<file path="src/rtl/mole_pkg.sv">
// mole_pkg: shared types and helpers for the mole round scheduler.
//   state_e      - round sequencer states
//   BOX_NONE     - box code meaning "no box lit"
//   rand_to_box  - maps a 3-bit random sample onto a box number 1..4
//   sat_inc8     - 8-bit saturating add of a small increment
package mole_pkg;

    typedef enum logic [2:0] {
        IDLE   = 3'd0,
        GAP    = 3'd1,
        PICK   = 3'd2,
        SHOW   = 3'd3,
        RESULT = 3'd4,
        DONE   = 3'd5
    } state_e;

    localparam logic [2:0] BOX_NONE = 3'd0;

    // Uneven table: box 1 takes three codes, box 2 one, boxes 3 and 4 two each.
    function automatic logic [2:0] rand_to_box(input logic [2:0] r);
        logic [2:0] b;
        case (r)
            3'd0, 3'd1, 3'd2: b = 3'd1;
            3'd3:             b = 3'd2;
            3'd4, 3'd5:       b = 3'd3;
            default:          b = 3'd4;
        endcase
        return b;
    endfunction

    function automatic logic [7:0] sat_inc8(input logic [7:0] v, input logic [1:0] n);
        logic [8:0] s;
        s = {1'b0, v} + {7'b0, n};
        return s[8] ? 8'hFF : s[7:0];
    endfunction

endpackage

</file>
<file path="src/rtl/mole_timer.sv">
// mole_timer: loadable down-counter shared by the GAP and SHOW phases.
//   clk, rst_n   - clock, asynchronous active-low reset
//   load_i       - load load_val_i (takes priority over counting)
//   load_val_i   - number of cycles the phase lasts (>= 1)
//   en_i         - count while high
//   expire_o     - high during the last cycle of the loaded period
module mole_timer #(
    parameter int CNT_W = 25
) (
    input  logic             clk,
    input  logic             rst_n,
    input  logic             load_i,
    input  logic [CNT_W-1:0] load_val_i,
    input  logic             en_i,
    output logic             expire_o
);

    logic [CNT_W-1:0] cnt_q;

    // Loaded with N, the count reads N on the first cycle of the phase and
    // 1 on the N-th, which is the cycle flagged as expiry.
    assign expire_o = en_i && (cnt_q <= CNT_W'(1));

    always_ff @(posedge clk or negedge rst_n) begin
        if (!rst_n) begin
            cnt_q <= '0;
        end else if (load_i) begin
            cnt_q <= load_val_i;
        end else if (en_i && (cnt_q > CNT_W'(1))) begin
            cnt_q <= cnt_q - CNT_W'(1);
        end
    end

endmodule

</file>
<file path="src/rtl/mole_round_scheduler.sv">
// mole_round_scheduler: sequences one round of the box-hitting game.
//   CLOCK_50     - clock (rising edge)
//   resetn       - asynchronous active-low reset
//   start        - begins a round from IDLE or DONE
//   rand_in      - random sample, consumed in the cycle rand_en is high
//   rand_en      - advance request to the random source
//   hit_valid    - player strike strobe, hit_box = struck box
//   box_active   - lit box (0 = none), box_onehot = its one-hot form
//   score/misses - saturating hit / miss counters
//   mole_idx     - moles completed this round
//   busy / done  - round in progress / round finished
// Optional build macro: DIFFICULTY_RAMP_EN shortens the SHOW window by
// ON_CYCLES/16 after every correct hit, floored at ON_CYCLES/4.
module mole_round_scheduler
    import mole_pkg::*;
#(
    parameter int NUM_BOXES  = 4,
    parameter int ON_CYCLES  = 25_000_000,
    parameter int GAP_CYCLES = 12_500_000,
    parameter int ROUND_LEN  = 20,
    parameter int CNT_W      = 25
) (
    input  logic                 CLOCK_50,
    input  logic                 resetn,
    input  logic                 start,
    input  logic [2:0]           rand_in,
    output logic                 rand_en,
    input  logic                 hit_valid,
    input  logic [2:0]           hit_box,
    output logic [2:0]           box_active,
    output logic [NUM_BOXES-1:0] box_onehot,
    output logic [7:0]           score,
    output logic [7:0]           misses,
    output logic [4:0]           mole_idx,
    output logic                 busy,
    output logic                 done
);

    localparam logic [CNT_W-1:0] ON_C  = CNT_W'(ON_CYCLES);
    localparam logic [CNT_W-1:0] GAP_C = CNT_W'(GAP_CYCLES);
    localparam logic [2:0]       NB3   = 3'(NUM_BOXES);
    localparam logic [4:0]       LAST  = 5'(ROUND_LEN);

    state_e     state_q, state_d;
    logic [2:0] box_q, box_d;
    logic [2:0] prev_q, prev_d;
    logic [7:0] score_q, score_d;
    logic [7:0] misses_q, misses_d;
    logic [4:0] idx_q, idx_d;

    logic             timer_load, timer_en, timer_exp;
    logic [CNT_W-1:0] timer_val;
    logic [CNT_W-1:0] window;
    logic             start_acc, hit_ok, hit_bad;
    logic [2:0]       mapped, picked;

    mole_timer #(.CNT_W(CNT_W)) u_timer (
        .clk        (CLOCK_50),
        .rst_n      (resetn),
        .load_i     (timer_load),
        .load_val_i (timer_val),
        .en_i       (timer_en),
        .expire_o   (timer_exp)
    );

    assign timer_en  = (state_q == GAP) || (state_q == SHOW);
    assign start_acc = start && ((state_q == IDLE) || (state_q == DONE));
    assign hit_ok    = (state_q == SHOW) && hit_valid && (hit_box == box_q);
    assign hit_bad   = (state_q == SHOW) && hit_valid && (hit_box != box_q);

    // Never light the same box twice in a row: step to the next box, wrapping.
    assign mapped = rand_to_box(rand_in);
    assign picked = (mapped != prev_q) ? mapped
                  : ((mapped == NB3) ? 3'd1 : mapped + 3'd1);

`ifdef DIFFICULTY_RAMP_EN
    localparam logic [CNT_W-1:0] RAMP_STEP  = CNT_W'(ON_CYCLES / 16);
    localparam logic [CNT_W-1:0] RAMP_FLOOR = CNT_W'(ON_CYCLES / 4);

    logic [CNT_W-1:0] window_q, window_d;

    always_comb begin
        window_d = window_q;
        if (start_acc) begin
            window_d = ON_C;
        end else if (hit_ok) begin
            window_d = (window_q >= RAMP_FLOOR + RAMP_STEP) ? window_q - RAMP_STEP
                                                            : RAMP_FLOOR;
        end
    end

    always_ff @(posedge CLOCK_50 or negedge resetn) begin
        if (!resetn) begin
            window_q <= ON_C;
        end else begin
            window_q <= window_d;
        end
    end

    assign window = window_q;
`else
    assign window = ON_C;
`endif

    always_comb begin
        state_d    = state_q;
        box_d      = box_q;
        prev_d     = prev_q;
        score_d    = score_q;
        misses_d   = misses_q;
        idx_d      = idx_q;
        timer_load = 1'b0;
        timer_val  = GAP_C;
        case (state_q)
            IDLE, DONE: begin
                if (start) begin
                    state_d    = GAP;
                    score_d    = 8'd0;
                    misses_d   = 8'd0;
                    idx_d      = 5'd0;
                    timer_load = 1'b1;
                end
            end
            GAP: begin
                if (timer_exp) begin
                    state_d = PICK;
                end
            end
            PICK: begin
                box_d      = picked;
                state_d    = SHOW;
                timer_load = 1'b1;
                timer_val  = window;
            end
            SHOW: begin
                if (hit_ok) begin
                    // A correct hit on the expiry cycle still counts as a hit.
                    score_d = sat_inc8(score_q, 2'd1);
                    state_d = RESULT;
                end else begin
                    // A wrong hit on the expiry cycle is charged as well as the timeout.
                    misses_d = sat_inc8(misses_q, {1'b0, hit_bad} + {1'b0, timer_exp});
                    if (timer_exp) begin
                        state_d = RESULT;
                    end
                end
            end
            RESULT: begin
                box_d  = BOX_NONE;
                prev_d = box_q;
                idx_d  = idx_q + 5'd1;
                if (idx_q + 5'd1 == LAST) begin
                    state_d = DONE;
                end else begin
                    state_d    = GAP;
                    timer_load = 1'b1;
                end
            end
            default: state_d = IDLE;
        endcase
    end

    always_ff @(posedge CLOCK_50 or negedge resetn) begin
        if (!resetn) begin
            state_q  <= IDLE;
            box_q    <= BOX_NONE;
            prev_q   <= BOX_NONE;
            score_q  <= 8'd0;
            misses_q <= 8'd0;
            idx_q    <= 5'd0;
        end else begin
            state_q  <= state_d;
            box_q    <= box_d;
            prev_q   <= prev_d;
            score_q  <= score_d;
            misses_q <= misses_d;
            idx_q    <= idx_d;
        end
    end

    genvar gi;
    generate
        for (gi = 0; gi < NUM_BOXES; gi++) begin : g_onehot
            assign box_onehot[gi] = (box_q == 3'(gi + 1));
        end
    endgenerate

    assign rand_en    = (state_q == PICK);
    assign box_active = box_q;
    assign score      = score_q;
    assign misses     = misses_q;
    assign mole_idx   = idx_q;
    assign busy       = (state_q != IDLE) && (state_q != DONE);
    assign done       = (state_q == DONE);

endmodule

</file>
<file path="config.mk">
export PLATFORM = sky130hd
export DESIGN_NAME = mole_round_scheduler
export DESIGN_NICKNAME = d
export VERILOG_FILES = /design/src/rtl/mole_pkg.sv /design/src/rtl/mole_timer.sv /design/src/rtl/mole_round_scheduler.sv
export SDC_FILE = /design/constraint.sdc
export NUM_CORES = 1
export LEC_CHECK = 0
export ABC_AREA = 1
export BUFFER_PORTS_ARGS = -buffer_cell sky130_fd_sc_hd__buf_2
export CAP_MARGIN = 20
export CORE_MARGIN = 2
export CORE_UTILIZATION = 55
export DETAILED_ROUTE_END_ITERATION = 10
export HOLD_SLACK_MARGIN = 0.12
export PLACE_DENSITY_LB_ADDON = 0.2
export SYNTH_ARGS = -nofsm -noshare
export SYNTH_HDL_FRONTEND = slang
export SYNTH_HIERARCHICAL = 1
export SYNTH_SLANG_ARGS = --single-unit
</file>
<file path="constraint.sdc">
create_clock -name CLOCK_50 -period 4.4 [get_ports CLOCK_50]
set_input_delay 0.44 -clock CLOCK_50 [delete_from_list [all_inputs] [get_ports CLOCK_50]]
set_output_delay 0.44 -clock CLOCK_50 [all_outputs]
set_load 0.03 [all_outputs]
</file>
==> results.ini, run 1 <==
[outcome]
status=complete, no violations

[global_routing]
grt_pass1_wl_mm=15.6
grt_overflow=0
grt.met1_usage=0.325
grt_max_degree=56
grt_pass1_vias=3543
use_met3=0.0336
use_met2=0.425
grt-busiest-layer=met2
antenna_found_initial=0
grt_usage=0.245

[cts]
clockBufferDepth=2
clkSlewWorstSetupHoldPaths_ns=0.12
insertion_delay_ns=0.32
postCtsSetupBuffers=0
cts_buffers=5
cts-hold-fix-buffers=0
cts_root_buffer=clkbuf_8
clkSinkCount=55
cts.repair.resized=0
tritoncts=yes
htree_num_levels=2

[pwr]
p_per_area_nw_per_um2=636
power_leakage_nw=2.41
vdd_drop_max_mv=0.444

[floorplan]
core_area_um2=6870
ios=41
start_util=0.572
dieArea_um2=7830
die_x_um=88.5
dieHeight_um=88.5
placementRows=30

[synth]
yosysTopAreaCell=dfrtp_1
postSynthRegisterBits=55
synthTopCellsByCount=nand2_1 (220), nand3_1 (78), dfrtp_1 (55)
synth.top_cell.area_share=0.350
syn_avg_cell_area_um2=6.73
postSynthCellCount=584
synth_flop_cell=dfrtp_1
synth_area_leaders=dfrtp_1 (35%), nand2_1 (21%), nand3_1 (9.9%), nor2_1 (4.8%), inv_1 (4.7%)
synth_edf_count=0
synth-seq-area-share=0.350
ys_warn_count=6
yosysMostFrequentCell=nand2_1
syn-cell-area_um2=3930
synth_cell_type_count=39
async_flop_share=1.00

[timing]
clock_skew_ns=0.0107
min_period_over_period=0.636
fin_crit_ns=2.80
finalWorstSetupSlack_ns=1.60
fin_setup_tns_ns=0
worst_slew_pin_slew_ns=0.775
maxSlewViolCount=0
fmax_mhz=358
rsz0062_at_grt=no
whs_ns=0.250
slew_headroom=0.482
setup_violations=0
hold_viol=0

[worst_setup_path]
cp.required_ns=4.65
r2r_slack_ns=1.60
path_delay_family=simple AND/OR/NAND/NOR gates
cp.arrival_ns=3.04
crit_path_max_fanout=14
worst_path_most_repeated_cell=nand2_1
reg2reg_from=u_timer/cnt_q[5]
critPathCaptureType=flop
worstSetupStartpointType=flop
worstPathCellList=nor2_1 -> nand2_1 -> nor2_4 -> nand4_4 -> a21boi_0 -> fa_1 -> nand2_1 -> nor2_1 -> nand2_1 -> o21bai_1 -> o21ai_0 -> o21ai_0
cpPeakStageDelay_ns=0.44
crit_buf_inv=0
crit_start=u_timer/cnt_q[5]
crit_type=reg2reg
cp_slowest_cell=dfrtp_1
rr_worst_depth=12
r2r_end=misses[6]

[placement]
gp_congestion=0.914
portBuffers=40
dpl.hpwl_mm=6.22
post-place-ws_ns=1.64

[detailed_routing]
dr.pass1.iters=5
ant_nets=0
drc=0
avgViaCountPerCell=5.26
wl_mm=8.97
dr.first_iter.drc_count=266
routedWlPerCell_um=12.3
num_vias=3847

[finish]
final_layout_size_suffix_gt1_frac=0.134
syn_to_final_growth_pct=10.3
multi_input_area_um2=2320
seqCellArea_um2=1380
n_antenna_cell=0
layout.nets=649
post-route-util=0.631
nFillCells=647

[job]
cap_viol_max_count=0

[worst_hold_path]
hold_class=in2async

==> through the flow <==
step / instance area, µm² / power [mW] / instances
2_1_floorplan: 3980 / 2.13 / 597
3_5_place_dp: 4240 / 2.44 / 723
4_1_cts: 4330 / 2.75 / 731
5_1_grt: 4330 / 3.04 / 731
6_report: 4330 / 2.75 / 731
3_3_place_gp: 4240 / 2.39 / 723
==> worst max path at each step <==
stage                     end  slack [ns]  cells after the start
finish              misses[6]        1.60                     12
global route        misses[6]        1.28                     12
CTS                 misses[6]        1.62                     12
detailed placement  misses[6]        1.64                     12
global placement    misses[6]        1.78                     12
floorplan           misses[6]        2.07                     12
==> metal layers <==
metal | vias to the layer above | wire length (µm)
li1 | 1951 | -
met1 | 1798 | 4190
met2 | 87 | 4330
met3 | 11 | 360
met4 | 0 | 88
met5 | - | 0
==> cell families after synthesis <==
kind of cell / after synthesis / synth area share
compound gates: 48 / 0.0685
flops: 55 / 0.350
simple gates: 394 / 0.463
xor+xnor: 12 / 0.0268
other cells: 2 / 0.00191
buf+inv: 68 / 0.0717
fa+ha+maj: 5 / 0.0178
==> flip-flops by register name, indices dropped and copies added, names as in the netlist <==
name / flops
mole_idx: 5
state_q: 3
box_active: 3
score: 8
u_timer/cnt_q: 25
misses: 8
prev_q: 3
==> power by group <==
part           switching, mW  internal (mW)  total, mW
combinational           1.09          0.483       1.58
sequential             0.212          0.660      0.872
clock                  0.188          0.115      0.303
total                   1.50           1.26       2.75
==> cell usage in the layout (no fill, tap or decap), types with 2 or more instances in the layout <==
| cell | count |
|---|---|
| nand3_1 | 78 |
| nand2_4 | 6 |
| a21oi_1 | 8 |
| buf_2 | 40 |
| conb_1 | 15 |
| nor2_2 | 4 |
| buf_4 | 2 |
| xnor2_1 | 6 |
| nor2_4 | 6 |
| nor3_1 | 4 |
| nand2_2 | 2 |
| inv_2 | 7 |
| clkbuf_8 | 5 |
| ha_1 | 4 |
| a21o_1 | 6 |
| nand2_1 | 220 |
| inv_1 | 49 |
| nand3_2 | 2 |
| xor2_1 | 6 |
| nand3_4 | 3 |
| dfrtp_1 | 55 |
| o22ai_1 | 2 |
| nand4_1 | 12 |
| o21ai_1 | 3 |
| o21ai_0 | 25 |
| nor2_1 | 50 |
==> final cells by class <==
cell class / count / share of cell area
repair buffers: 42 / 0.0497
inverters: 56 / 0.0485
multi-input cells: 474 / 0.535
clock buffers: 5 / 0.0159
well taps: 96 / 0.0277
clock inverters: 3 / 0.00520
flip-flops and latches: 55 / 0.318
(Power assumes the default switching activity.)
==> inputs of run 2 (changes only) <==
==> constraint.sdc (replaced) <==
create_clock -name CLOCK_50 -period 2.7 [get_ports CLOCK_50]
set_input_delay 0.27 -clock CLOCK_50 [delete_from_list [all_inputs] [get_ports CLOCK_50]]
set_output_delay 0.27 -clock CLOCK_50 [all_outputs]
set_load 0.03 [all_outputs]
==> run 2 against run 1 <==
Net effect: first-iteration DRC count is 44% lower; setup slack worse by 1.3 ns; die area stayed put; worst hold slack better by 0.054 ns; final cell count is 0.96% higher; design area is 2.0% higher; critical path type unchanged.
==> results.ini, run 2 (synthesis results as in run 1) <==
[cts]
postCtsSetupBuffers=0  ; unchanged
insertion_delay_ns=0.31  ; about the same
clockBufferDepth=2  ; unchanged
htree_num_levels=2  ; unchanged
clkSinkCount=55  ; unchanged
clkSlewWorstSetupHoldPaths_ns=0.11  ; about the same
cts_root_buffer=clkbuf_8
cts_buffers=5  ; unchanged
tritoncts=yes

[pwr]
finalPower_mw=4.59  ; +67%
vdd_drop_max_mv=0.893  ; +100%
p_per_area_nw_per_um2=1040  ; +64%
power_leakage_nw=2.44  ; +1.5%

[placement]
dp.cells=729  ; +0.83%
post-place-ws_ns=0.197  ; -1.45 ns
dpl.hpwl_mm=6.60  ; +6.1%
portBuffers=40  ; unchanged
dpl_cell_area_um2=4300  ; +1.4%
gp_congestion=0.906  ; -0.84%

[timing]
fin_crit_ns=2.43  ; -0.366 ns
hold_viol=0  ; unchanged
rsz0062_at_grt=no
setup_violations=0  ; unchanged
slew_headroom=0.649  ; +0.166
fin_setup_tns_ns=0  ; unchanged
fmax_mhz=411  ; +15%
maxSlewViolCount=0  ; unchanged
finalWorstSetupSlack_ns=0.269  ; -1.33 ns
min_period_over_period=0.900  ; +0.265
worst_slew_pin_slew_ns=0.527  ; -0.248 ns
clock_skew_ns=0.00656  ; -0.00411 ns

[worst_setup_path]
cp.arrival_ns=2.67  ; -0.37 ns
rr_worst_depth=13  ; +1
r2r_end=misses[6]
crit_type=reg2reg
endpoint=misses[6]
r2r_slack_ns=0.27  ; -1.33 ns
crit_path_max_fanout=4  ; -10
cp.required_ns=2.94  ; -1.71 ns
reg2reg_from=u_timer/cnt_q[7]
critPathCaptureType=flop
worstSetupStartpointType=flop
crit_start=u_timer/cnt_q[7]

[finish]
largest_reg_flops=25  ; unchanged
final_cell_mix=nand2_1 (220), nand3_1 (78), dfrtp_1 (55)
n_antenna_cell=0  ; unchanged
syn_to_final_growth_pct=12.5
layout.nets=656  ; +1.1%
regMostFlops=u_timer/cnt_q
layout.cells.non_filler=738  ; +0.96%
final_layout_size_suffix_gt1_frac=0.150  ; +0.0157
nFillCells=637  ; -1.5%
layout_commonest_cell=nand2_1
stdcell_area_um2=4420  ; +2.0%

[outcome]
status=complete, no violations

[floorplan]
start_util=0.572  ; unchanged
placementRows=30  ; unchanged
dieHeight_um=88.5  ; unchanged
die_x_um=88.5  ; unchanged
core_area_um2=6870  ; unchanged
dieArea_um2=7830  ; unchanged
ios=41  ; unchanged

[job]
cap_viol_max_count=0  ; unchanged

[detailed_routing]
dr.pass1.iters=5  ; unchanged
ant_nets=0  ; unchanged
dr.first_iter.drc_count=148  ; -44%
avgViaCountPerCell=5.14  ; -2.4%
routedWlPerCell_um=12.2  ; -0.45%
num_vias=3792  ; -1.4%
wl_mm=9.01  ; +0.50%
drc=0  ; unchanged

[global_routing]
grt_usage=0.247  ; +0.00186
grt_max_degree=34  ; -39%
use_met3=0.0382  ; +0.00466
use_met2=0.414  ; -0.0116
grt_pass1_vias=3561  ; +0.51%
grt_overflow=0  ; unchanged
grt-busiest-layer=met2
antenna_found_initial=0  ; unchanged
grt.met1_usage=0.339  ; +0.0142
grt_pass1_wl_mm=15.7  ; +0.62%

[worst_hold_path]
hold_path_depth=4
hold_class=in2reg

## run 2: changes by cell type in the layout (fill, tap and decap cells not counted), sizes merged
cell / before / now
buf: 42 / 48
dlygate4sd3: 0 / 1
clkinvlp: 0 / 1
clkinv: 2 / 1
## run 2: cell type report
cell class | instances | area [µm²] | area share
repair buffers | 49 | 283 | 0.0640
inverters | 56 | 210 | 0.0476
clock buffers | 5 | 68.8 | 0.0156
clock inverters | 3 | 27.5 | 0.00623
multi-input cells | 474 | 2330 | 0.528
well taps | 96 | 120 | 0.0272
flip-flops and latches | 55 | 1380 | 0.312
## run 2: layer usage
metal / routed length, µm / vias to the layer above
met1: 4330 / 1739
met3: 294 / 10
met2: 4280 / 69
met4: 99 / 0
met5: 0 / -
li1: - / 1974
## run 2: per-stage QoR
stage | hold slack (ns) | util
final | 0.304 | 0.643
after global routing | 0.315 | 0.643
after CTS | 0.290 | 0.641
after detailed placement | 0.282 | 0.626
after global placement | 0.286 | 0.626
after floorplan | -0.0256 | -
## run 2: repair_timing
action | in CTS | in global routing
endpoints found under the hold margin | 22 | 0
resized for setup | 0 | 5
setup endpoints to repair | 0 | 6
hold buffers | 1 | 0
## run 2: worst min path at each step
stage / startpoint / endpoint / slack [ns]
floorplan: resetn / box_active[0] / -0.03
global placement: resetn / u_timer/cnt_q[20] / 0.29
detailed placement: resetn / u_timer/cnt_q[20] / 0.28
CTS: rand_in[2] / box_active[1] / 0.29
global route: start / mole_idx[1] / 0.32
finish: rand_in[2] / box_active[1] / 0.30
## run 2: critical path, stage by stage (launching register included)
cell and delay (ns):
dfrtp_1 0.46, nor2_2 0.18, nand2_1 0.13, nor3_2 0.17, nand3_2 0.13, a21boi_0 0.21
buf_4 0.16, fa_1 0.18, nand2_1 0.10, nor2_2 0.19, nand2_1 0.10, o21bai_1 0.12
o21ai_0 0.09, o21ai_0 0.14
## run 2: where the power goes
| part | leakage, nW | internal, mW | switching [mW] | total [mW] |
|---|---|---|---|---|
| logic | 1.67 | 0.866 | 1.81 | 2.67 |
| registers | 0.722 | 1.08 | 0.354 | 1.43 |
| clock network | 0.0463 | 0.191 | 0.298 | 0.490 |
==> inputs of run 3 (changes only) <==
--- a/config.mk
+++ b/config.mk
@@ -13,6 +13,7 @@
 export DETAILED_ROUTE_END_ITERATION = 10
 export HOLD_SLACK_MARGIN = 0.12
 export PLACE_DENSITY_LB_ADDON = 0.2
+export SETUP_SLACK_MARGIN = 0.4
 export SYNTH_ARGS = -nofsm -noshare
 export SYNTH_HDL_FRONTEND = slang
 export SYNTH_HIERARCHICAL = 1
==> constraint.sdc (replaced) <==
create_clock -name CLOCK_50 -period 2.7 [get_ports CLOCK_50]
set_input_delay 0.54 -clock CLOCK_50 [delete_from_list [all_inputs] [get_ports CLOCK_50]]
set_output_delay 0.54 -clock CLOCK_50 [all_outputs]
set_load 0.03 [all_outputs]
==> run 3 against run 2 <==
Net effect: sequential power about the same; sequential cell count did not move; utilization is 2.8 points higher; count of clock-buffer cells in the layout rose by 1; clock power is 34% higher; maximum frequency is 11% higher; final cell count rose by 0.95%; largest cell class unchanged.
==> results.ini, run 3 (synthesis results as in run 1) <==
[worst_setup_path]
crit_path_max_fanout=5  ; +1
r2r_end=misses[6]
endpoint=misses[6]
cp.required_ns=2.95  ; about the same
cp.arrival_ns=2.45  ; -0.22 ns
worstSetupStartpointType=flop
crit_start=u_timer/cnt_q[9]
r2r_slack_ns=0.50  ; +0.23 ns
rr_worst_depth=12  ; -1
critPathCaptureType=flop
reg2reg_from=u_timer/cnt_q[9]
crit_type=reg2reg

[detailed_routing]
avgViaCountPerCell=5.32  ; +3.6%
num_vias=3967  ; +4.6%
drc=0  ; unchanged
wl_mm=9.80  ; +8.7%
ant_nets=0  ; unchanged
dr.first_iter.drc_count=256  ; +73%
dr.pass1.iters=5  ; unchanged
routedWlPerCell_um=13.2  ; +7.7%

[placement]
post-place-ws_ns=0.137  ; -0.0600 ns
gp_congestion=0.949  ; +4.7%
dpl.hpwl_mm=6.69  ; +1.4%
dpl_cell_area_um2=4310  ; +0.17%
portBuffers=40  ; unchanged

[floorplan]
dieArea_um2=7830  ; unchanged
ios=41  ; unchanged
core_area_um2=6870  ; unchanged
dieHeight_um=88.5  ; unchanged
placementRows=30  ; unchanged
die_x_um=88.5  ; unchanged
start_util=0.572  ; unchanged

[cts]
cts_root_buffer=clkbuf_8
tritoncts=yes
clkSinkCount=55  ; unchanged
cts-hold-fix-buffers=0  ; -1
clockBufferDepth=2  ; unchanged
htree_num_levels=2  ; unchanged
clkSlewWorstSetupHoldPaths_ns=0.11  ; about the same
cts_buffers=5  ; unchanged
insertion_delay_ns=0.32  ; about the same

[finish]
regMostFlops=u_timer/cnt_q
layout_commonest_cell=nand2_1
final_layout_size_suffix_gt1_frac=0.194  ; +0.0446
syn_to_final_growth_pct=17.3
layout.nets=663  ; +1.1%
stdcell_area_um2=4610  ; +4.3%
largest_reg_flops=25  ; unchanged
final_cell_mix=nand2_1 (219), nand3_1 (78), inv_1 (48)
post-route-util=0.671  ; +0.0277
n_antenna_cell=0  ; unchanged
nFillCells=609  ; -4.4%

[timing]
fin_crit_ns=2.20  ; -0.235 ns
hold_viol=0  ; unchanged
maxSlewViolCount=0  ; unchanged
fmax_mhz=455  ; +11%
clock_skew_ns=0.0119  ; +0.00534 ns
rsz0062_at_grt=yes
fin_setup_tns_ns=0  ; unchanged
finalWorstSetupSlack_ns=0.504  ; +0.235 ns
min_period_over_period=0.813  ; -0.0870
setup_violations=0  ; unchanged

[outcome]
status=complete, no violations

[global_routing]
grt_usage=0.264  ; +0.0170
grt_overflow=0  ; unchanged
grt_max_degree=56  ; +65%
antenna_found_initial=0  ; unchanged
grt_pass1_vias=3754  ; +5.4%
grt_pass1_wl_mm=16.5  ; +5.2%

[pwr]
finalPower_mw=4.98  ; +8.5%
p_per_area_nw_per_um2=1080  ; +4.0%
power_leakage_nw=2.51  ; +2.8%
vdd_drop_max_mv=0.845  ; -5.4%

[job]
cap_viol_max_count=0  ; unchanged

[worst_hold_path]
hold_class=in2async

[run 3: changes by cell type in the layout (fill, tap and decap cells not counted), moves of 2 or more]
cell | before | now
buf_4 | 7 | 15
dfrtp_1 | 55 | 47
dfrtp_2 | 0 | 8
nor2_1 | 45 | 38
nor2_2 | 9 | 13
nor2_4 | 6 | 9
bufinv_16 | 0 | 2
o21ai_0 | 25 | 23
o21ai_1 | 3 | 5
[run 3: worst max-delay path, cell delays in order (launching register included)]
cell and delay [ns]:
dfrtp_2 0.46, nor2_4 0.16, nand2_2 0.10, nor2_4 0.17, nand3_2 0.13, a21boi_4 0.20
fa_2 0.26, nand2_4 0.07, nor2_4 0.13, nand2_1 0.09, o21bai_1 0.14, o21ai_1 0.09
o21ai_1 0.12
[run 3: power by group]
| part | switching (mW) | total [mW] | internal (mW) |
|---|---|---|---|
| combinational | 1.94 | 2.88 | 0.934 |
| sequential | 0.361 | 1.45 | 1.09 |
| clock | 0.286 | 0.657 | 0.371 |
[run 3: stage by stage]
step	cells	hold WS, ns
5_1_grt	745	0.236
3_5_place_dp	730	0.515
2_1_floorplan	597	0.244
4_1_cts	738	0.219
6_report	745	0.208
3_3_place_gp	730	0.504
[run 3: repair_timing]
| action | in CTS | in global routing |
|---|---|---|
| setup buffers | 0 | 7 |
| endpoints found under the setup margin | 8 | 33 |
| pin swaps | 1 | 10 |
| resized for setup | 7 | 31 |
[run 3: worst min path at each step]
stage / endpoint / cells after the start / start
4_1_cts: u_timer/cnt_q[23] / 2 / resetn
3_5_place_dp: score[3] / 2 / score[3]
3_3_place_gp: score[1] / 2 / score[1]
6_report: u_timer/cnt_q[21] / 2 / resetn
2_1_floorplan: box_active[0] / 0 / resetn
5_1_grt: u_timer/cnt_q[0] / 2 / resetn
[run 3: area by class of cell]
type                    instances  area [µm²]  area share
multi-input cells             474        2420       0.526
clock inverters                 2        60.1      0.0130
clock buffers                   6        72.6      0.0158
repair buffers                 56         333      0.0722
well taps                      96         120      0.0261
inverters                      56         213      0.0462
flip-flops and latches         55        1390       0.301
[run 3: per-layer routing]
| metal | part of all wire | wire, µm | track usage | up-vias |
|---|---|---|---|---|
| met5 | 0 | 0 | 0 | - |
| met4 | 0.026 | 257 | 0.118 | 0 |
| met3 | 0.044 | 434 | 0.0382 | 28 |
| met2 | 0.49 | 4830 | 0.448 | 110 |
| met1 | 0.44 | 4280 | 0.335 | 1846 |
| li1 | - | - | - | 1983 |
